$ cat src/rtl/asa_pkg.sv
// Shared types for the ASA request scheduler.
//   ASAReqMsg     : request payload presented to the ASA core
//   asa_inst_e    : ASA instruction opcodes
//   sched_state_e : scheduler FSM states
//   QPUT          : NoC message type carrying ASA requests
package asa_pkg;

  localparam int unsigned HDR_W  = 32;
  localparam int unsigned KEY_W  = 32;
  localparam int unsigned DATA_W = 64;

  localparam logic [7:0] QPUT = 8'h05;

  typedef enum logic [2:0] {
    ASA_NOP = 3'd0,
    ASA_PUT = 3'd1,
    ASA_GET = 3'd2,
    ASA_DEL = 3'd3,
    ASA_INC = 3'd4
  } asa_inst_e;

  typedef struct packed {
    asa_inst_e          inst;
    logic [KEY_W-1:0]   key;
    logic [DATA_W-1:0]  data;
  } ASAReqMsg;

  typedef enum logic [1:0] {
    ST_IDLE  = 2'd0,
    ST_ISSUE = 2'd1,
    ST_WAIT  = 2'd2,
    ST_RESP  = 2'd3
  } sched_state_e;

endpackage

$ cat src/rtl/asa_req_sched_if.sv
// Bus bundle of the ASA request scheduler.
//   decoder side : hdr_vld/hdr, req_val/req_msg in; req_rdy/req_ovf out
//   core side    : asa_req_* request handshake, asa_resp_* response handshake
//   encoder side : out_val/out_rdy with out_hdr/out_data/out_src
//   status       : timeout_err, err_sticky, busy
// slave is the scheduler view, master the surrounding tile view.
interface asa_req_sched_if #(
  parameter int unsigned N_REQ = 2,
  parameter int unsigned IDX_W = $clog2(N_REQ)
) ();
  import asa_pkg::*;

  logic [N_REQ-1:0]             hdr_vld;
  logic [N_REQ-1:0][HDR_W-1:0]  hdr;
  logic [N_REQ-1:0]             req_val;
  ASAReqMsg [N_REQ-1:0]         req_msg;
  logic [N_REQ-1:0]             req_rdy;
  logic [N_REQ-1:0]             req_ovf;

  logic                         asa_req_val;
  logic                         asa_req_rdy;
  ASAReqMsg                     asa_req_msg;
  logic                         asa_resp_val;
  logic                         asa_resp_rdy;
  logic [DATA_W-1:0]            asa_resp_data;

  logic                         out_val;
  logic                         out_rdy;
  logic [HDR_W-1:0]             out_hdr;
  logic [DATA_W-1:0]            out_data;
  logic [IDX_W-1:0]             out_src;

  logic                         timeout_err;
  logic                         err_sticky;
  logic                         busy;

  modport slave (
    input  hdr_vld, hdr, req_val, req_msg,
    output req_rdy, req_ovf,
    output asa_req_val, asa_req_msg,
    input  asa_req_rdy,
    input  asa_resp_val, asa_resp_data,
    output asa_resp_rdy,
    output out_val, out_hdr, out_data, out_src,
    input  out_rdy,
    output timeout_err, err_sticky, busy
  );

  modport master (
    output hdr_vld, hdr, req_val, req_msg,
    input  req_rdy, req_ovf,
    input  asa_req_val, asa_req_msg,
    output asa_req_rdy,
    output asa_resp_val, asa_resp_data,
    input  asa_resp_rdy,
    input  out_val, out_hdr, out_data, out_src,
    output out_rdy,
    input  timeout_err, err_sticky, busy
  );

endinterface

$ cat src/rtl/asa_req_slot.sv
// One requester port: response-header latch, one-entry request slot and
// overflow detection.
//   hdr_vld/hdr      : header strobe, latched unconditionally
//   req_val/req_msg  : single-cycle request strobe (no backpressure)
//   issue            : scheduler completed the core handshake for this slot
//   pend_c           : slot holds a request
//   rdy              : slot empty (registered)
//   ovf              : registered pulse for a dropped request
//   drop_c           : same-cycle drop indication for the sticky error
//   slot_msg/slot_hdr: buffered request and the header captured with it
module asa_req_slot
  import asa_pkg::*;
(
  input  logic              clk_ctrl,
  input  logic              clk_ctrl_rst_low,
  input  logic              hdr_vld,
  input  logic [HDR_W-1:0]  hdr,
  input  logic              req_val,
  input  ASAReqMsg          req_msg,
  input  logic              issue,
  output logic              pend_c,
  output logic              rdy,
  output logic              ovf,
  output logic              drop_c,
  output ASAReqMsg          slot_msg,
  output logic [HDR_W-1:0]  slot_hdr
);

  logic [HDR_W-1:0] hdr_lat;
  logic             free_c;
  logic             accept_c;

  // A slot being issued this cycle is free for a new request.
  assign free_c   = rdy | issue;
  assign accept_c = req_val & free_c;
  assign drop_c   = req_val & ~free_c;
  assign pend_c   = ~rdy;

  // Header latch, slot payload, occupancy and overflow pulse.
  always_ff @(posedge clk_ctrl or negedge clk_ctrl_rst_low) begin
    if (!clk_ctrl_rst_low) begin
      hdr_lat  <= '0;
      slot_msg <= '0;
      slot_hdr <= '0;
      rdy      <= 1'b1;
      ovf      <= 1'b0;
    end else begin
      if (hdr_vld) hdr_lat <= hdr;
      if (accept_c) begin
        slot_msg <= req_msg;
        slot_hdr <= hdr_lat;
      end
      if (accept_c)   rdy <= 1'b0;
      else if (issue) rdy <= 1'b1;
      ovf <= drop_c;
    end
  end

endmodule

$ cat src/rtl/asa_req_sched.sv
// Round-robin scheduler sharing one ASA core among N_REQ decoder ports.
// Issues one buffered request at a time, waits for the core response and
// returns it with the originating port's response header. A watchdog
// abandons a request whose response does not arrive within TIMEOUT cycles
// (TIMEOUT = 0 disables it).
//   clk_ctrl, clk_ctrl_rst_low : clock, async active-low reset
//   bus (slave)                : decoder, core, encoder and status signals
module asa_req_sched
  import asa_pkg::*;
#(
  parameter int unsigned N_REQ   = 2,
  parameter int unsigned IDX_W   = $clog2(N_REQ),
  parameter int unsigned TIMEOUT = 1024
) (
  input  logic           clk_ctrl,
  input  logic           clk_ctrl_rst_low,
  asa_req_sched_if.slave bus
);

  localparam int unsigned WD_W = (TIMEOUT == 0) ? 1 : $clog2(TIMEOUT + 1);
  localparam logic [WD_W-1:0] WD_LAST = WD_W'((TIMEOUT == 0) ? 0 : TIMEOUT - 1);

  // First pending port strictly after ptr, wrapping modulo N_REQ.
  function automatic logic [IDX_W-1:0] rr_pick(input logic [N_REQ-1:0] req,
                                               input logic [IDX_W-1:0] ptr);
    logic [IDX_W-1:0] sel;
    logic             found;
    int unsigned      j;
    sel   = ptr;
    found = 1'b0;
    for (int unsigned off = 1; off <= N_REQ; off++) begin
      j = 32'(ptr) + off;
      if (j >= N_REQ) j = j - N_REQ;
      if (!found && req[IDX_W'(j)]) begin
        sel   = IDX_W'(j);
        found = 1'b1;
      end
    end
    return sel;
  endfunction

  sched_state_e      state, state_nxt;
  logic [IDX_W-1:0]  idx, idx_nxt;
  logic [IDX_W-1:0]  rr_ptr;
  logic [WD_W-1:0]   wd_cnt;
  logic [HDR_W-1:0]  cur_hdr;

  logic [N_REQ-1:0]  pend, rdy, ovf, drop, issue_c;
  ASAReqMsg          slot_msg [N_REQ];
  logic [HDR_W-1:0]  slot_hdr [N_REQ];

  logic              issue_hs, take_resp, expire;

  logic              asa_req_val_q, asa_resp_rdy_q, out_val_q;
  ASAReqMsg          asa_req_msg_q;
  logic [HDR_W-1:0]  out_hdr_q;
  logic [DATA_W-1:0] out_data_q;
  logic [IDX_W-1:0]  out_src_q;
  logic              timeout_err_q, err_sticky_q, busy_q;

  for (genvar g = 0; g < N_REQ; g++) begin : g_slot
    asa_req_slot u_slot (
      .clk_ctrl         (clk_ctrl),
      .clk_ctrl_rst_low (clk_ctrl_rst_low),
      .hdr_vld          (bus.hdr_vld[g]),
      .hdr              (bus.hdr[g]),
      .req_val          (bus.req_val[g]),
      .req_msg          (bus.req_msg[g]),
      .issue            (issue_c[g]),
      .pend_c           (pend[g]),
      .rdy              (rdy[g]),
      .ovf              (ovf[g]),
      .drop_c           (drop[g]),
      .slot_msg         (slot_msg[g]),
      .slot_hdr         (slot_hdr[g])
    );
  end

  // Next-state and handshake decode.
  always_comb begin
    state_nxt = state;
    idx_nxt   = idx;
    issue_hs  = 1'b0;
    take_resp = 1'b0;
    expire    = 1'b0;
    issue_c   = '0;
    case (state)
      ST_IDLE: begin
        if (|pend) begin
          idx_nxt   = rr_pick(pend, rr_ptr);
          state_nxt = ST_ISSUE;
        end
      end
      ST_ISSUE: begin
        if (bus.asa_req_rdy) begin
          issue_hs     = 1'b1;
          issue_c[idx] = 1'b1;
          state_nxt    = ST_WAIT;
        end
      end
      ST_WAIT: begin
        if (bus.asa_resp_val) begin
          take_resp = 1'b1;
          state_nxt = ST_RESP;
        end else if ((TIMEOUT != 0) && (wd_cnt == WD_LAST)) begin
          expire    = 1'b1;
          state_nxt = ST_IDLE;
        end
      end
      ST_RESP: begin
        if (bus.out_rdy) state_nxt = ST_IDLE;
      end
      default: state_nxt = ST_IDLE;
    endcase
  end

  // State, round-robin pointer, watchdog and current header.
  always_ff @(posedge clk_ctrl or negedge clk_ctrl_rst_low) begin
    if (!clk_ctrl_rst_low) begin
      state   <= ST_IDLE;
      idx     <= '0;
      rr_ptr  <= IDX_W'(N_REQ - 1);
      wd_cnt  <= '0;
      cur_hdr <= '0;
    end else begin
      state <= state_nxt;
      idx   <= idx_nxt;
      if (issue_hs) begin
        rr_ptr  <= idx;
        cur_hdr <= slot_hdr[idx];
        wd_cnt  <= '0;
      end else if ((state == ST_WAIT) && !bus.asa_resp_val && (wd_cnt != '1)) begin
        wd_cnt <= wd_cnt + WD_W'(1);
      end
    end
  end

  // Registered outputs; valids/readies follow the next state so they
  // depend on registered state only.
  always_ff @(posedge clk_ctrl or negedge clk_ctrl_rst_low) begin
    if (!clk_ctrl_rst_low) begin
      asa_req_val_q  <= 1'b0;
      asa_req_msg_q  <= '0;
      asa_resp_rdy_q <= 1'b0;
      out_val_q      <= 1'b0;
      out_hdr_q      <= '0;
      out_data_q     <= '0;
      out_src_q      <= '0;
      timeout_err_q  <= 1'b0;
      err_sticky_q   <= 1'b0;
      busy_q         <= 1'b0;
    end else begin
      asa_req_val_q  <= (state_nxt == ST_ISSUE);
      asa_resp_rdy_q <= (state_nxt == ST_WAIT);
      out_val_q      <= (state_nxt == ST_RESP);
      busy_q         <= (state_nxt != ST_IDLE);
      timeout_err_q  <= expire;
      err_sticky_q   <= err_sticky_q | expire | (|drop);
      if ((state == ST_IDLE) && (|pend)) asa_req_msg_q <= slot_msg[idx_nxt];
      if (take_resp) begin
        out_data_q <= bus.asa_resp_data;
        out_hdr_q  <= cur_hdr;
        out_src_q  <= idx;
      end
    end
  end

  assign bus.req_rdy      = rdy;
  assign bus.req_ovf      = ovf;
  assign bus.asa_req_val  = asa_req_val_q;
  assign bus.asa_req_msg  = asa_req_msg_q;
  assign bus.asa_resp_rdy = asa_resp_rdy_q;
  assign bus.out_val      = out_val_q;
  assign bus.out_hdr      = out_hdr_q;
  assign bus.out_data     = out_data_q;
  assign bus.out_src      = out_src_q;
  assign bus.timeout_err  = timeout_err_q;
  assign bus.err_sticky   = err_sticky_q;
  assign bus.busy         = busy_q;

endmodule

$ cat src/flat_wrapper.sv
// flat-port wrapper written by rule: the top's interface ports become plain ports
module asa_req_sched_flat import asa_pkg::*;
#(
  parameter int unsigned N_REQ   = 2,
  parameter int unsigned IDX_W   = $clog2(N_REQ),
  parameter int unsigned TIMEOUT = 1024
)
  (clk_ctrl, clk_ctrl_rst_low, bus_hdr_vld, bus_hdr, bus_req_val, bus_req_msg, bus_req_rdy, bus_req_ovf, bus_asa_req_val, bus_asa_req_msg, bus_asa_req_rdy, bus_asa_resp_val, bus_asa_resp_data, bus_asa_resp_rdy, bus_out_val, bus_out_hdr, bus_out_data, bus_out_src, bus_out_rdy, bus_timeout_err, bus_err_sticky, bus_busy);
  asa_req_sched_if #(.N_REQ(N_REQ), .IDX_W(IDX_W)) bus_i ();
  input  logic clk_ctrl;
  input  logic clk_ctrl_rst_low;
  input wire logic [$bits(bus_i.hdr_vld)-1:0] bus_hdr_vld;
  input wire logic [$bits(bus_i.hdr)-1:0] bus_hdr;
  input wire logic [$bits(bus_i.req_val)-1:0] bus_req_val;
  input wire logic [$bits(bus_i.req_msg)-1:0] bus_req_msg;
  output wire logic [$bits(bus_i.req_rdy)-1:0] bus_req_rdy;
  output wire logic [$bits(bus_i.req_ovf)-1:0] bus_req_ovf;
  output wire logic [$bits(bus_i.asa_req_val)-1:0] bus_asa_req_val;
  output wire logic [$bits(bus_i.asa_req_msg)-1:0] bus_asa_req_msg;
  input wire logic [$bits(bus_i.asa_req_rdy)-1:0] bus_asa_req_rdy;
  input wire logic [$bits(bus_i.asa_resp_val)-1:0] bus_asa_resp_val;
  input wire logic [$bits(bus_i.asa_resp_data)-1:0] bus_asa_resp_data;
  output wire logic [$bits(bus_i.asa_resp_rdy)-1:0] bus_asa_resp_rdy;
  output wire logic [$bits(bus_i.out_val)-1:0] bus_out_val;
  output wire logic [$bits(bus_i.out_hdr)-1:0] bus_out_hdr;
  output wire logic [$bits(bus_i.out_data)-1:0] bus_out_data;
  output wire logic [$bits(bus_i.out_src)-1:0] bus_out_src;
  input wire logic [$bits(bus_i.out_rdy)-1:0] bus_out_rdy;
  output wire logic [$bits(bus_i.timeout_err)-1:0] bus_timeout_err;
  output wire logic [$bits(bus_i.err_sticky)-1:0] bus_err_sticky;
  output wire logic [$bits(bus_i.busy)-1:0] bus_busy;
  assign bus_i.hdr_vld = bus_hdr_vld;
  assign bus_i.hdr = bus_hdr;
  assign bus_i.req_val = bus_req_val;
  assign bus_i.req_msg = bus_req_msg;
  assign bus_req_rdy = bus_i.req_rdy;
  assign bus_req_ovf = bus_i.req_ovf;
  assign bus_asa_req_val = bus_i.asa_req_val;
  assign bus_asa_req_msg = bus_i.asa_req_msg;
  assign bus_i.asa_req_rdy = bus_asa_req_rdy;
  assign bus_i.asa_resp_val = bus_asa_resp_val;
  assign bus_i.asa_resp_data = bus_asa_resp_data;
  assign bus_asa_resp_rdy = bus_i.asa_resp_rdy;
  assign bus_out_val = bus_i.out_val;
  assign bus_out_hdr = bus_i.out_hdr;
  assign bus_out_data = bus_i.out_data;
  assign bus_out_src = bus_i.out_src;
  assign bus_i.out_rdy = bus_out_rdy;
  assign bus_timeout_err = bus_i.timeout_err;
  assign bus_err_sticky = bus_i.err_sticky;
  assign bus_busy = bus_i.busy;
  asa_req_sched #(.N_REQ(N_REQ), .IDX_W(IDX_W), .TIMEOUT(TIMEOUT)) u_core (.clk_ctrl(clk_ctrl), .clk_ctrl_rst_low(clk_ctrl_rst_low), .bus(bus_i));
endmodule
$ cat config.mk
export PLATFORM = sky130hd
export DESIGN_NAME = asa_req_sched_flat
export DESIGN_NICKNAME = d
export VERILOG_FILES = /design/src/rtl/asa_pkg.sv /design/src/rtl/asa_req_sched_if.sv /design/src/rtl/asa_req_slot.sv /design/src/rtl/asa_req_sched.sv /design/src/flat_wrapper.sv
export SDC_FILE = /design/constraint.sdc
export NUM_CORES = 1
export LEC_CHECK = 0
export CORE_MARGIN = 4
export CORE_UTILIZATION = 38
export CTS_BUF_LIST = sky130_fd_sc_hd__clkbuf_16
export DETAILED_ROUTE_END_ITERATION = 8
export SYNTH_ARGS = -nofsm -noshare
export SYNTH_HDL_FRONTEND = slang
export SYNTH_SLANG_ARGS = --single-unit
$ cat constraint.sdc
create_clock -name clk_ctrl -period 4.5 [get_ports clk_ctrl]
set_input_delay 0.45 -clock clk_ctrl [delete_from_list [all_inputs] [get_ports clk_ctrl]]
set_output_delay 0.45 -clock clk_ctrl [all_outputs]
set_load 0.02 [all_outputs]
# Word level (Yosys, flattened, before mapping)
# Index checks and enable logic that the tools add are counted.
# op_classes
order_cmp	8
n_addsub	5
bitwise_logic	14
reduce_logical	14
n_eq_ne	8
muxes	46
# op_table
cell	count
$mux W99	3
$mux W32	3
$mux W1	29
$mux W11	2
$mux W2	7
$add A11 B1 Y11 const B	1
$eq A11 B10 Y1 const B	1
$ne A11 B11 Y1 const B	1
$eq A2 B2 Y1 const B	4
$pmux W2 S4	1
$reduce_bool A2 Y1	4
$ge A2 B2 Y1 const B	3
$lt A1 B2 Y1 const B	3
$logic_and A1 B1 Y1	5
$and A1 B1 Y1	4
$eq A2 B1 Y1 const B	2
$not A1 Y1	4
$not A1 Y2	2
$or A1 B1 Y1	4
$reduce_or A2 Y1	2
$add A1 B2 Y3 const B	1
$ge A3 B2 Y1 const B	1
$add A1 B1 Y2 const B	1
$logic_not A1 Y1	2
4 further kinds	5
# word_totals
inputBits	335
reg_bits	579
wordCells	126

# Logic depth before layout (Yosys ltp)
# Gate-level depths: netlist (run 1).
# depth
word_depth	19
ltp_mapped	9

# Hierarchy
# From an unflattened synthesis (run 1), not the netlist that was laid out.
# hier_totals
cells_unflattened	1572
area_unflattened_um2	22897.0
# by_module_without_submodules
mod	seq_area_each_um2	cells_each	area_each_um2	instances
asa_req_slot	4130.2	351	6177.2	2
asa_req_sched	6232.2	870	10542.6	1

# Worst setup path before layout (run 1)
# No wires, ideal clock.
# synth_path
path_kind	input-to-reg
from	input port bus_asa_req_rdy
to	register u_core.g_slot[0].u_slot.slot_msg[10] (netlist name)
path_stages	8
setup_time_ns	0.125
arrival_ns	1.727
required_time_ns	4.375
slack_ns	2.648
cell_sequence	and3b_1 buf_6 a21oi_2 nand2b_4 buf_6 buf_12 buf_12 mux2_4
# synth_between
elab_chain_cells	4
# synth_rtl
element	line_no	text
start: declaration	flat_wrapper.sv:20	input wire logic [$bits(bus_i.asa_req_rdy)-1:0] bus_asa_req_rdy;
$mux W2	asa_req_sched.sv:95	if (bus.asa_req_rdy) begin
$mux W2	asa_req_sched.sv:87	case (state)
$or A1 B1 Y1	asa_req_slot.sv:34	assign free_c = rdy | issue;
$and A1 B1 Y1	asa_req_slot.sv:35	assign accept_c = req_val & free_c;
# Every way passes these cells.
# A chain may end at the register's enable or synchronous reset.

# Worst setup path after layout (run 1)
# layout_path
from	register u_core.state[1]
to	register u_core.g_slot[1].u_slot.slot_msg[44] (netlist name)
# layout_between
elab_chain_cells	4
# layout_rtl
element	line_no	text
start: declaration	asa_req_sched.sv:42	sched_state_e state, state_nxt;
start signal: assignment	asa_req_sched.sv:126	state <= state_nxt;
$eq A2 B1 Y1	asa_req_sched.sv:87	
$mux W2	asa_req_sched.sv:87	
$or A1 B1 Y1	asa_req_slot.sv:34	
$and A1 B1 Y1	asa_req_slot.sv:35	
# Every way passes these cells.

==> results of run 1 <==
-- power breakdown --
group / switching, W / internal [W] / total [W]
sequential: 0.00137 / 0.00759 / 0.00895
clock: 0.00220 / 0.00305 / 0.00525
combinational: 0.00409 / 0.00489 / 0.00899
-- timing repair --
item / in CTS / in global routing
hold buffers: 1 / 0
buffers inserted: 0 / 0
hold endpoints to repair: 79 / 0
-- path summary, 6_finish.rpt --
kind / slack (ns) / to / start
min reg2reg: 0.47 / u_core.cur_hdr[1]$_DFFE_PN0P_ / u_core.cur_hdr[1]$_DFFE_PN0P_
min in group clk_ctrl: 0.47 / u_core.g_slot[0].u_slot.slot_msg[97]$_DFFE_PN0P_ / bus_req_msg[97]
max in group asynchronous: 2.77 / u_core.bus.asa_req_msg[20]$_DFFE_PN0P_ / clk_ctrl_rst_low
min: 0.46 / u_core.g_slot[1].u_slot.slot_msg[37]$_DFFE_PN0P_ / clk_ctrl_rst_low
max: 1.74 / u_core.g_slot[1].u_slot.slot_msg[44]$_DFFE_PN0P_ / u_core.state[1]$_DFF_PN0_
max reg2reg: 1.74 / u_core.g_slot[1].u_slot.slot_msg[44]$_DFFE_PN0P_ / u_core.state[1]$_DFF_PN0_
-- metal layers --
| layer | vias up | GRT usage | routed length, um |
|---|---|---|---|
| met5 | - | 0 | 61 |
| met3 | 102 | 0.0503 | 3690 |
| li1 | 6633 | - | - |
| met4 | 8 | 0.0603 | 1500 |
| met1 | 7347 | 0.235 | 26300 |
| met2 | 349 | 0.308 | 31300 |
-- stage by stage --
step,setup slack [ns],cells,instance area (um^2)
finish,1.74,3018,31900
global route,1.62,3014,31900
CTS,1.76,3006,31900
detailed placement,1.42,2886,29700
global placement,1.47,2886,29700
floorplan,2.65,1582,23700
-- flip-flops by register name, indices dropped and copies added, names as in the netlist, 2 cells and up --
| signal | flops |
|---|---|
| u_core.wd_cnt | 11 |
| u_core.g_slot.u_slot.slot_msg | 198 |
| u_core.bus.out_data | 64 |
| u_core.g_slot.u_slot.rdy | 2 |
| u_core.bus.out_hdr | 32 |
| u_core.cur_hdr | 32 |
| u_core.state | 2 |
| u_core.g_slot.u_slot.hdr_lat | 64 |
| u_core.g_slot.u_slot.ovf | 2 |
| u_core.g_slot.u_slot.slot_hdr | 64 |
| u_core.bus.asa_req_msg | 99 |
-- kinds of logic (layout without fill, tap and decap cells) --
| kind of cell | after synthesis | after routing | synth area share |
|---|---|---|---|
| muxes | 556 | 556 | 0.285 |
| AOI/OAI and AO/OA | 154 | 154 | 0.0340 |
| DFF | 579 | 579 | 0.611 |
| other | 0 | 12 | 0 |
| buffers and inverters | 104 | 691 | 0.0348 |
| and+or+nand+nor | 188 | 188 | 0.0344 |
| adders and majority gates | 1 | 1 | 0.000527 |
-- synth_stat cells, types with 2 or more instances --
cell	count	area share
sky130_fd_sc_hd__buf_12	20	0.017
sky130_fd_sc_hd__mux2_2	242	0.11
sky130_fd_sc_hd__nor3_1	5	0.0011
sky130_fd_sc_hd__or2_2	2	0.00053
sky130_fd_sc_hd__clkbuf_1	28	0.0044
sky130_fd_sc_hd__o21ai_0	38	0.0080
sky130_fd_sc_hd__buf_4	13	0.0041
sky130_fd_sc_hd__dfrtp_1	576	0.61
sky130_fd_sc_hd__mux2i_1	134	0.057
sky130_fd_sc_hd__and3_1	4	0.0011
sky130_fd_sc_hd__nand2b_4	2	0.0012
sky130_fd_sc_hd__buf_2	24	0.0051
sky130_fd_sc_hd__a21oi_2	2	0.00074
sky130_fd_sc_hd__nand2b_1	3	0.00079
sky130_fd_sc_hd__and2_1	2	0.00053
sky130_fd_sc_hd__buf_1	12	0.0019
sky130_fd_sc_hd__nor2_1	109	0.017
sky130_fd_sc_hd__nand2_1	42	0.0066
sky130_fd_sc_hd__mux2_4	180	0.11
sky130_fd_sc_hd__a211oi_1	3	0.00095
sky130_fd_sc_hd__nand3_1	7	0.0015
sky130_fd_sc_hd__buf_6	4	0.0019
sky130_fd_sc_hd__dfstp_2	3	0.0033
sky130_fd_sc_hd__a21oi_1	104	0.022
sky130_fd_sc_hd__nand3b_1	2	0.00063
sky130_fd_sc_hd__inv_1	3	0.00047
sky130_fd_sc_hd__or4_1	2	0.00063
sky130_fd_sc_hd__nand4_1	2	0.00053
-- layout make-up --
type / instances / share of cell area
antenna: 12 / 0.000942
clock buffer: 66 / 0.0518
clock inverter: 53 / 0.0149
inverter: 3 / 0.000353
multi-input combinational: 899 / 0.264
sequential: 579 / 0.455
tap: 837 / 0.0328
timing repair buffer: 569 / 0.180
-- worst register-to-register path: stages (launching register included) --
cell,delay (ns)
sky130_fd_sc_hd__dfrtp_1,0.54
sky130_fd_sc_hd__and3b_1,0.37
sky130_fd_sc_hd__a21oi_2,0.23
sky130_fd_sc_hd__nand2b_4,0.63
sky130_fd_sc_hd__buf_12,0.44
sky130_fd_sc_hd__mux2_2,0.42
==> out/results.md, run 1 <==
### Setup path
• **CP cell instances** and3b_1 -> a21oi_2 -> nand2b_4 -> buf_12 -> mux2_2
• **CP top delay family** simple AND/OR/NAND/NOR gates
• **critical path peak fanout** 48
• **critical path class** flip-flop to flip-flop
• **stage delay of the slowest cell on the critical path** 0.63 ns
• **endpoint arrival time on the critical path** 3.21 ns
• **reg2reg path depth** 5
• **nature of the critical path startpoint** flip-flop
• **Critical path buffers and inverters** 1
• **Levels on crit path** 5
• **WP data required** 4.95 ns
• **endpoint type of the worst setup path** flip-flop
• **slowest stage cell, crit path** sky130_fd_sc_hd__nand2b_4

### GRT
• **pin count of the biggest net entering global routing** 110
• **Congestion Overflow GR** 0
• **vias in the first global route** 15500
• **antenna violations before repair** 15
• **total routing resource utilization after global routing** 0.185
• **first-pass GRT wire length** 95.8 mm

### Timing
• **Max-slew headroom** 0.170
• **share of the clock period used by the worst path after layout** 0.613
• **Fmax** 363 MHz
• **setup TNS after final layout** 0 ns
• **Final Hold Violating Endpoints** 0
• **worst hold-check slack** 0.456 ns
• **Tmin final** 2.76 ns
• **transition at the pin with the smallest max-transition slack** 1.24 ns
• **final number of max-transition violations** 0
• **worst setup skew after layout** 0.0238 ns
• **number of setup violations in the final report** 0
• **RSZ-0062 raised after global routing** no

### CTS
• **root cell of the clock tree** sky130_fd_sc_hd__clkbuf_16
• **clock sink count** 579
• **maximum clock path buffer count** 3
• **clock transition at the registers of the reported paths** 0.06 ns
• **TritonCTS clock tree** built
• **Clock H-tree levels** 3
• **post-CTS sizing** 0
• **TritonCTS Buffers** 66
• **source-to-sink clock delay at the later pin of the worst-skew pair** 0.59 ns

### Final layout
• **utilization after layout** 0.517
• **area growth from synthesis to final layout** 34.4%
• **number of nets in the finished design** 2454
• **most frequent standard cell in the layout excluding fill and tap cells** sky130_fd_sc_hd__dfrtp_1
• **proportion of layout cells with a drive suffix above 1** 0.255
• **commonest non-fill, non-tap cells in the layout** sky130_fd_sc_hd__dfrtp_1 (575), sky130_fd_sc_hd__clkdlybuf4s50_1 (539), sky130_fd_sc_hd__mux2_2 (242)
• **Fill cells** 5292
• **sequential standard cell area** 14500 um^2
• **area taken by multi-input logic gates** 8420 um^2

### Placed design
• **weighted congestion at the end of routability-driven global placement** 0.776
• **number of buffer cells added on primary ports** 540
• **total half-perimeter wirelength after legalization and detailed placement** 43.3 mm

### Power and ir drop
• **Worst IR Drop VDD** 0.402 mV
• **P_leak** 14.2 nW
• **Pwr per Cell Area** 727 nW/um^2
• **total power consumption of the routed design** 0.0232 W

### Min path
• **worst min path class** primary input to asynchronous set/reset pin

### Route
• **antenna viol nets, final** 0
• **wire length after detailed routing** 62.8 mm
• **count of vias placed by the detailed router** 14400
• **Vias/cell** 4.78
• **starting DRC count in detailed routing** 736
• **average routed wire per standard cell** 20.8 um
• **remaining design rule violation count** 0
• **Pre-Repair DR Iteration Count** 5

### Yosys
• **mean instance size in the synthesized netlist** 15.0 um^2
• **instance count of the mapped netlist** 1582
• **Async S/R FF share, synth** 1.00
• **prevailing post-synth register cell** sky130_fd_sc_hd__dfrtp_1
• **Post-Syn Nets** 1918
• **number of distinct library cell variants in the gate-level netlist after synthesis** 42
• **Synthesis Warnings** 0
• **number of flops mapped to enable cells by yosys** 0
• **flip-flop and latch count after synthesis** 579
• **register area share after synthesis** 0.611
• **area of the mapped netlist** 23700 um^2

### Floorplanning
• **vertical die dimension** 258 um
• **Total Die Area** 66500 um^2
• **std cell rows** 91
• **width of the die** 258 um
• **starting density of the core** 0.384
• **area of the core region** 61700 um^2
• **number of placed I/O pins** 541

### Status
• **result of the run** finished, final reports clean

### Flow run
• **maximum capacitance violations** 0

Note: power is estimated with default switching activity, not from simulation.
==> run 2: changes to the inputs <==
--- a/config.mk
+++ b/config.mk
@@ -9,6 +9,7 @@
 export CORE_UTILIZATION = 38
 export CTS_BUF_LIST = sky130_fd_sc_hd__clkbuf_16
 export DETAILED_ROUTE_END_ITERATION = 8
+export PLACE_DENSITY = 0.66
 export SYNTH_ARGS = -nofsm -noshare
 export SYNTH_HDL_FRONTEND = slang
 export SYNTH_SLANG_ARGS = --single-unit
==> constraint.sdc (replaced) <==
create_clock -name clk_ctrl -period 2.3 [get_ports clk_ctrl]
set_input_delay 0.23 -clock clk_ctrl [delete_from_list [all_inputs] [get_ports clk_ctrl]]
set_output_delay 0.23 -clock clk_ctrl [all_outputs]
set_load 0.02 [all_outputs]
==> out/results.md, run 2 (synthesis gave the netlist of run 1 again) <==
### Status
• **result of the run** finished, final reports clean

### Timing
• **final number of max-transition violations** 0, unchanged
• **Tmin final** 2.16 ns, -0.599 ns
• **RSZ-0062 raised after global routing** no
• **worst setup skew after layout** 0.0229 ns, -0.000875 ns
• **Max-slew headroom** 0.548, +0.379
• **Final Hold Violating Endpoints** 0, unchanged
• **number of setup violations in the final report** 0, unchanged
• **transition at the pin with the smallest max-transition slack** 0.678 ns, -0.564 ns
• **share of the clock period used by the worst path after layout** 0.939, +0.326
• **smallest setup slack after layout** 0.141 ns, -1.60 ns
• **Fmax** 463 MHz, +28%
• **setup TNS after final layout** 0 ns, unchanged

### GRT
• **vias in the first global route** 16000, +3.2%
• **pin count of the biggest net entering global routing** 117, +6.4%
• **antenna violations before repair** 10, -5
• **Congestion Overflow GR** 0, unchanged
• **total routing resource utilization after global routing** 0.183, -0.00219
• **first-pass GRT wire length** 95.9 mm, about the same

### Placed design
• **Setup WS pre-CTS** 0.0902 ns, -1.33 ns
• **total half-perimeter wirelength after legalization and detailed placement** 44.3 mm, +2.4%
• **weighted congestion at the end of routability-driven global placement** 0.806, +3.8%
• **post-placement cell area** 30200 um^2, +1.7%
• **number of buffer cells added on primary ports** 540, unchanged

### Setup path
• **CP top delay family** flip-flops
• **CP cell instances** nor2_1 -> nor4_2 -> buf_4 -> buf_12 -> mux2i_1 -> a21oi_1
• **critical path peak fanout** 28, -42%
• **Critical path buffers and inverters** 2, +1
• **Critical R2R Launch** u_core.g_slot[1].u_slot.rdy$_DFFE_PN1P_
• **WP data required** 2.77 ns, -2.18 ns
• **slowest stage cell, crit path** sky130_fd_sc_hd__dfstp_2
• **nature of the critical path startpoint** flip-flop
• **CP Launch Point** u_core.g_slot[1].u_slot.rdy$_DFFE_PN1P_
• **endpoint arrival time on the critical path** 2.63 ns, -0.58 ns
• **critical path class** flip-flop to flip-flop
• **endpoint type of the worst setup path** flip-flop
• **stage delay of the slowest cell on the critical path** 0.59 ns, -0.04 ns

### CTS
• **TritonCTS Buffers** 60, -9.1%
• **hold_buf cts** 1, unchanged
• **TritonCTS clock tree** built
• **clock transition at the registers of the reported paths** 0.06 ns, about the same
• **root cell of the clock tree** sky130_fd_sc_hd__clkbuf_16
• **Clock H-tree levels** 2, -1
• **clock sink count** 579, unchanged
• **source-to-sink clock delay at the later pin of the worst-skew pair** 0.62 ns, +0.03 ns
• **count of buffers added by post-CTS timing repair for setup** 0, unchanged
• **maximum clock path buffer count** 3, unchanged
• **post-CTS sizing** 0, unchanged

### Final layout
• **Fill cells** 5220, -1.4%
• **commonest non-fill, non-tap cells in the layout** sky130_fd_sc_hd__dfrtp_1 (575), sky130_fd_sc_hd__clkdlybuf4s50_1 (539), sky130_fd_sc_hd__mux2_2 (242)
• **register ranked first by flip-flop count** u_core.g_slot.u_slot.slot_msg
• **most frequent standard cell in the layout excluding fill and tap cells** sky130_fd_sc_hd__dfrtp_1
• **final std cell area, no fill** 32100 um^2, +0.57%
• **proportion of layout cells with a drive suffix above 1** 0.261, +0.00605
• **number of nets in the finished design** 2475, +0.86%
• **area growth from synthesis to final layout** 35.2%
• **max FFs per register** 198, unchanged
• **utilization after layout** 0.520, +0.00294

### Flow run
• **maximum capacitance violations** 0, unchanged

### Route
• **remaining design rule violation count** 0, unchanged
• **Vias/cell** 4.79, +0.15%
• **Pre-Repair DR Iteration Count** 5, unchanged
• **starting DRC count in detailed routing** 722, -1.9%
• **antenna viol nets, final** 0, unchanged
• **wire length after detailed routing** 62.3 mm, -0.78%
• **average routed wire per standard cell** 20.6 um, -0.98%
• **count of vias placed by the detailed router** 14500, +0.35%

### Floorplanning
• **area of the core region** 61700 um^2, unchanged
• **width of the die** 258 um, unchanged
• **Total Die Area** 66500 um^2, unchanged
• **vertical die dimension** 258 um, unchanged
• **number of placed I/O pins** 541, unchanged
• **std cell rows** 91, unchanged
• **starting density of the core** 0.384, unchanged

### Power and ir drop
• **internal cell power** 0.0297 W, +91%
• **switching power summed over all nets** 0.0148 W, +93%
• **relative contribution of combinational cells to total power** 0.403, +0.015
• **Pwr per Cell Area** 1390 nW/um^2, +91%
• **total power consumption of the routed design** 0.0445 W, +92%
• **Worst IR Drop VDD** 0.706 mV, +75%
• **P_leak** 14.3 nW, +0.63%
• **portion of total power attributed to the clock network** 0.201, -0.025
• **Reg power frac** 0.395, +0.009
• **switching portion of total power** 0.333, +0.00274

### Min path
• **worst min path class** primary input to asynchronous set/reset pin

[run 2: worst paths after layout]
kind,end,slack (ns),depth (start not counted)
worst max-delay path,u_core.bus.asa_req_msg[0]$_DFFE_PN0P_,0.14,6
worst min-delay path,u_core.cur_hdr[28]$_DFFE_PN0P_,0.19,2
worst max register to register,u_core.bus.asa_req_msg[0]$_DFFE_PN0P_,0.14,6
worst min register to register,u_core.cur_hdr[28]$_DFFE_PN0P_,0.47,2
max in group asynchronous,u_core.bus.asa_req_msg[66]$_DFFE_PN0P_,1.21,4
min in group clk_ctrl,u_core.g_slot[1].u_slot.rdy$_DFFE_PN1P_,0.21,2
[run 2: final cells by class]
cell class / instances / area, um^2 / area share
Antenna cell: 7 / 17.5 / 0.000546
Clock buffer: 60 / 1500 / 0.0468
Clock inverter: 43 / 303 / 0.00944
Inverter: 3 / 11.3 / 0.000351
Multi-Input combinational cell: 899 / 8420 / 0.263
Sequential cell: 579 / 14500 / 0.452
Tap cell: 837 / 1050 / 0.0327
Timing Repair Buffer: 596 / 6270 / 0.196
[run 2: power groups by stage]
stage / Sequential [W] / Clock (W) / Combinational (W)
floorplan: 0.0191 / 0 / 0.00936
detailed placement: 0.0177 / 0 / 0.0182
global placement: 0.0176 / 0 / 0.0178
CTS: 0.0176 / 0.00924 / 0.0182
finish: 0.0176 / 0.00896 / 0.0179
global route: 0.0181 / 0.00963 / 0.0192
[run 2: layer usage]
layer | wire [um] | global-route usage | share of wire
met5 | 34 | 0 | 0.00055
met4 | 1440 | 0.0552 | 0.023
met3 | 2910 | 0.0327 | 0.047
met2 | 31600 | 0.313 | 0.51
met1 | 26400 | 0.238 | 0.42
[run 2: through the flow]
stage / instances / hold WS [ns]
CTS: 3017 / 0.136
finish: 3024 / 0.188
floorplan: 1582 / -0.0656
detailed placement: 2913 / 0.231
global placement: 2913 / 0.227
global route: 3023 / 0.194
==> run 3: changes to the inputs <==
--- a/config.mk
+++ b/config.mk
@@ -6,10 +6,10 @@
 export NUM_CORES = 1
 export LEC_CHECK = 0
 export CORE_MARGIN = 4
-export CORE_UTILIZATION = 38
+export CORE_UTILIZATION = 39
 export CTS_BUF_LIST = sky130_fd_sc_hd__clkbuf_16
 export DETAILED_ROUTE_END_ITERATION = 8
-export PLACE_DENSITY = 0.66
+export PLACE_DENSITY = 0.67
 export SYNTH_ARGS = -nofsm -noshare
 export SYNTH_HDL_FRONTEND = slang
 export SYNTH_SLANG_ARGS = --single-unit
==> out/results.md, run 3 (synthesis gave the netlist of run 1 again) <==
### Final layout
• **proportion of layout cells with a drive suffix above 1** 0.265, +0.00389
• **number of nets in the finished design** 2480, +0.20%
• **commonest non-fill, non-tap cells in the layout** sky130_fd_sc_hd__dfrtp_1 (575), sky130_fd_sc_hd__clkdlybuf4s50_1 (539), sky130_fd_sc_hd__mux2_2 (242)
• **max FFs per register** 198, unchanged
• **register ranked first by flip-flop count** u_core.g_slot.u_slot.slot_msg
• **sequential standard cell area** 14500 um^2, unchanged
• **most frequent standard cell in the layout excluding fill and tap cells** sky130_fd_sc_hd__dfrtp_1
• **number of cells in the finished layout apart from fillers** 2991, -1.1%
• **area growth from synthesis to final layout** 36.2%
• **Fill cells** 4965, -4.9%
• **area taken by multi-input logic gates** 8420 um^2, unchanged

### Status
• **result of the run** finished, final reports clean

### Timing
• **Max-slew headroom** 0.590, +0.0420
• **RSZ-0062 raised after global routing** no
• **final number of max-transition violations** 0, unchanged
• **Fmax** 479 MHz, +3.3%
• **share of the clock period used by the worst path after layout** 0.908, -0.0301
• **Tmin final** 2.09 ns, -0.0693 ns
• **number of setup violations in the final report** 0, unchanged
• **setup TNS after final layout** 0 ns, unchanged
• **transition at the pin with the smallest max-transition slack** 0.614 ns, -0.0631 ns
• **Final Hold Violating Endpoints** 0, unchanged
• **worst hold-check slack** 0.209 ns, +0.0209 ns
• **worst setup skew after layout** 0.0167 ns, -0.00623 ns

### Floorplanning
• **number of placed I/O pins** 541, unchanged
• **vertical die dimension** 255 um, -1.3%
• **width of the die** 255 um, -1.3%
• **std cell rows** 90, -1.1%
• **area of the core region** 60200 um^2, -2.4%
• **Total Die Area** 64800 um^2, -2.5%
• **starting density of the core** 0.394, +0.00936

### CTS
• **clock transition at the registers of the reported paths** 0.06 ns, about the same
• **Clock H-tree levels** 3, +1
• **TritonCTS Buffers** 66, +10%
• **root cell of the clock tree** sky130_fd_sc_hd__clkbuf_16
• **post-CTS sizing** 0, unchanged
• **source-to-sink clock delay at the later pin of the worst-skew pair** 0.60 ns, -0.02 ns
• **clock sink count** 579, unchanged
• **TritonCTS clock tree** built
• **hold_buf cts** 1, unchanged
• **count of buffers added by post-CTS timing repair for setup** 0, unchanged
• **maximum clock path buffer count** 3, unchanged

### Route
• **starting DRC count in detailed routing** 675, -6.5%
• **Pre-Repair DR Iteration Count** 6, +1
• **wire length after detailed routing** 63.0 mm, +1.1%
• **remaining design rule violation count** 0, unchanged
• **Vias/cell** 4.89, +2.1%
• **count of vias placed by the detailed router** 14600, +1.0%
• **average routed wire per standard cell** 21.1 um, +2.2%
• **antenna viol nets, final** 0, unchanged

### Placed design
• **weighted congestion at the end of routability-driven global placement** 0.807, +0.14%
• **total half-perimeter wirelength after legalization and detailed placement** 44.8 mm, +1.0%
• **post-placement cell count** 2857, -1.9%
• **number of buffer cells added on primary ports** 540, unchanged

### Setup path
• **worst reg2reg endpoint** u_core.bus.asa_req_msg[43]$_DFFE_PN0P_
• **WP data required** 2.75 ns, -0.02 ns
• **slowest stage cell, crit path** sky130_fd_sc_hd__dfstp_2
• **critical path class** flip-flop to flip-flop
• **nature of the critical path startpoint** flip-flop
• **critical path peak fanout** 26, -7.1%
• **endpoint type of the worst setup path** flip-flop
• **Critical R2R Launch** u_core.g_slot[1].u_slot.rdy$_DFFE_PN1P_
• **endpoint arrival time on the critical path** 2.54 ns, -0.09 ns
• **register-to-register setup slack** 0.21 ns, +0.07 ns
• **CP cell instances** nor2_1 -> nor4_2 -> buf_12 -> buf_12 -> mux2i_1 -> a21oi_1
• **CP Launch Point** u_core.g_slot[1].u_slot.rdy$_DFFE_PN1P_
• **CP top delay family** flip-flops
• **stage delay of the slowest cell on the critical path** 0.59 ns, about the same
• **reg2reg path depth** 6, unchanged
• **most frequent cell on the critical path** sky130_fd_sc_hd__buf_12
• **Critical path buffers and inverters** 2, unchanged

### GRT
• **Congestion Overflow GR** 0, unchanged
• **pin count of the biggest net entering global routing** 89, -24%
• **antenna violations before repair** 17, +7
• **total routing resource utilization after global routing** 0.189, +0.00683
• **first-pass GRT wire length** 95.1 mm, -0.84%
• **vias in the first global route** 16000, +0.31%

### Flow run
• **maximum capacitance violations** 0, unchanged

### Power and ir drop
• **Reg power frac** 0.382, -0.013
• **Worst IR Drop VDD** 0.921 mV, +31%
• **P_leak** 14.5 nW, +1.1%
• **portion of total power attributed to the clock network** 0.227, +0.026
• **switching portion of total power** 0.329, -0.00406
• **switching power summed over all nets** 0.0151 W, +2.0%
• **internal cell power** 0.0308 W, +3.9%
• **Pwr per Cell Area** 1420 nW/um^2, +2.5%
• **total power consumption of the routed design** 0.0459 W, +3.3%
• **relative contribution of combinational cells to total power** 0.391, -0.012

### Min path
• **worst min path class** primary input to asynchronous set/reset pin

## run 3: power by group through the flow
stage	clock network (W)	logic (W)	registers (W)
3_3_place_gp	0	0.0177	0.0175
5_1_grt	0.0112	0.0192	0.0181
3_5_place_dp	0	0.0181	0.0177
4_1_cts	0.0108	0.0182	0.0176
6_report	0.0104	0.0180	0.0175
2_1_floorplan	0	0.00936	0.0191
## run 3: layout make-up
class                   count  share of cell area
well taps                 782              0.0303
clock inverters            54              0.0158
flip-flops and latches    579               0.449
repair buffers            595               0.191
multi-input cells         899               0.261
diodes                     12            0.000930
clock buffers              67              0.0519
inverters                   3            0.000349
## run 3: worst reg2reg max path, stage by stage, from the launching register on
cell                      delay (ns)
sky130_fd_sc_hd__dfstp_2        0.59
sky130_fd_sc_hd__nor2_1         0.07
sky130_fd_sc_hd__nor4_2         0.29
sky130_fd_sc_hd__buf_12         0.31
sky130_fd_sc_hd__buf_12         0.26
sky130_fd_sc_hd__mux2i_1        0.31
sky130_fd_sc_hd__a21oi_1        0.11
## run 3: worst max-delay path by stage
stage	slack, ns	depth (start not counted)	end
floorplan	0.46	9	u_core.g_slot[0].u_slot.slot_msg[10]$_DFFE_PN0P_
global route	0.11	6	u_core.bus.asa_req_msg[64]$_DFFE_PN0P_
CTS	0.14	6	u_core.bus.asa_req_msg[38]$_DFFE_PN0P_
global placement	0.10	7	u_core.g_slot[0].u_slot.slot_msg[5]$_DFFE_PN0P_
detailed placement	0.1	7	u_core.g_slot[0].u_slot.slot_msg[1]$_DFFE_PN0P_
finish	0.21	6	u_core.bus.asa_req_msg[43]$_DFFE_PN0P_
## run 3: layer usage
metal	vias up	track usage	wire length (um)
met5	-	0	82
met4	12	0.0633	1700
met1	7435	0.241	26200
met2	382	0.317	31100
li1	6693	-	-
met3	112	0.0519	3910
## run 3: per-stage QoR
stage | worst slack, ns | area [um^2] | util
2_1_floorplan | 0.458 | 23700 | -
3_3_place_gp | 0.101 | 30100 | 0.499
3_5_place_dp | 0.0998 | 30100 | 0.499
4_1_cts | 0.140 | 32300 | 0.536
5_1_grt | 0.112 | 32300 | 0.536
6_report | 0.211 | 32300 | 0.536
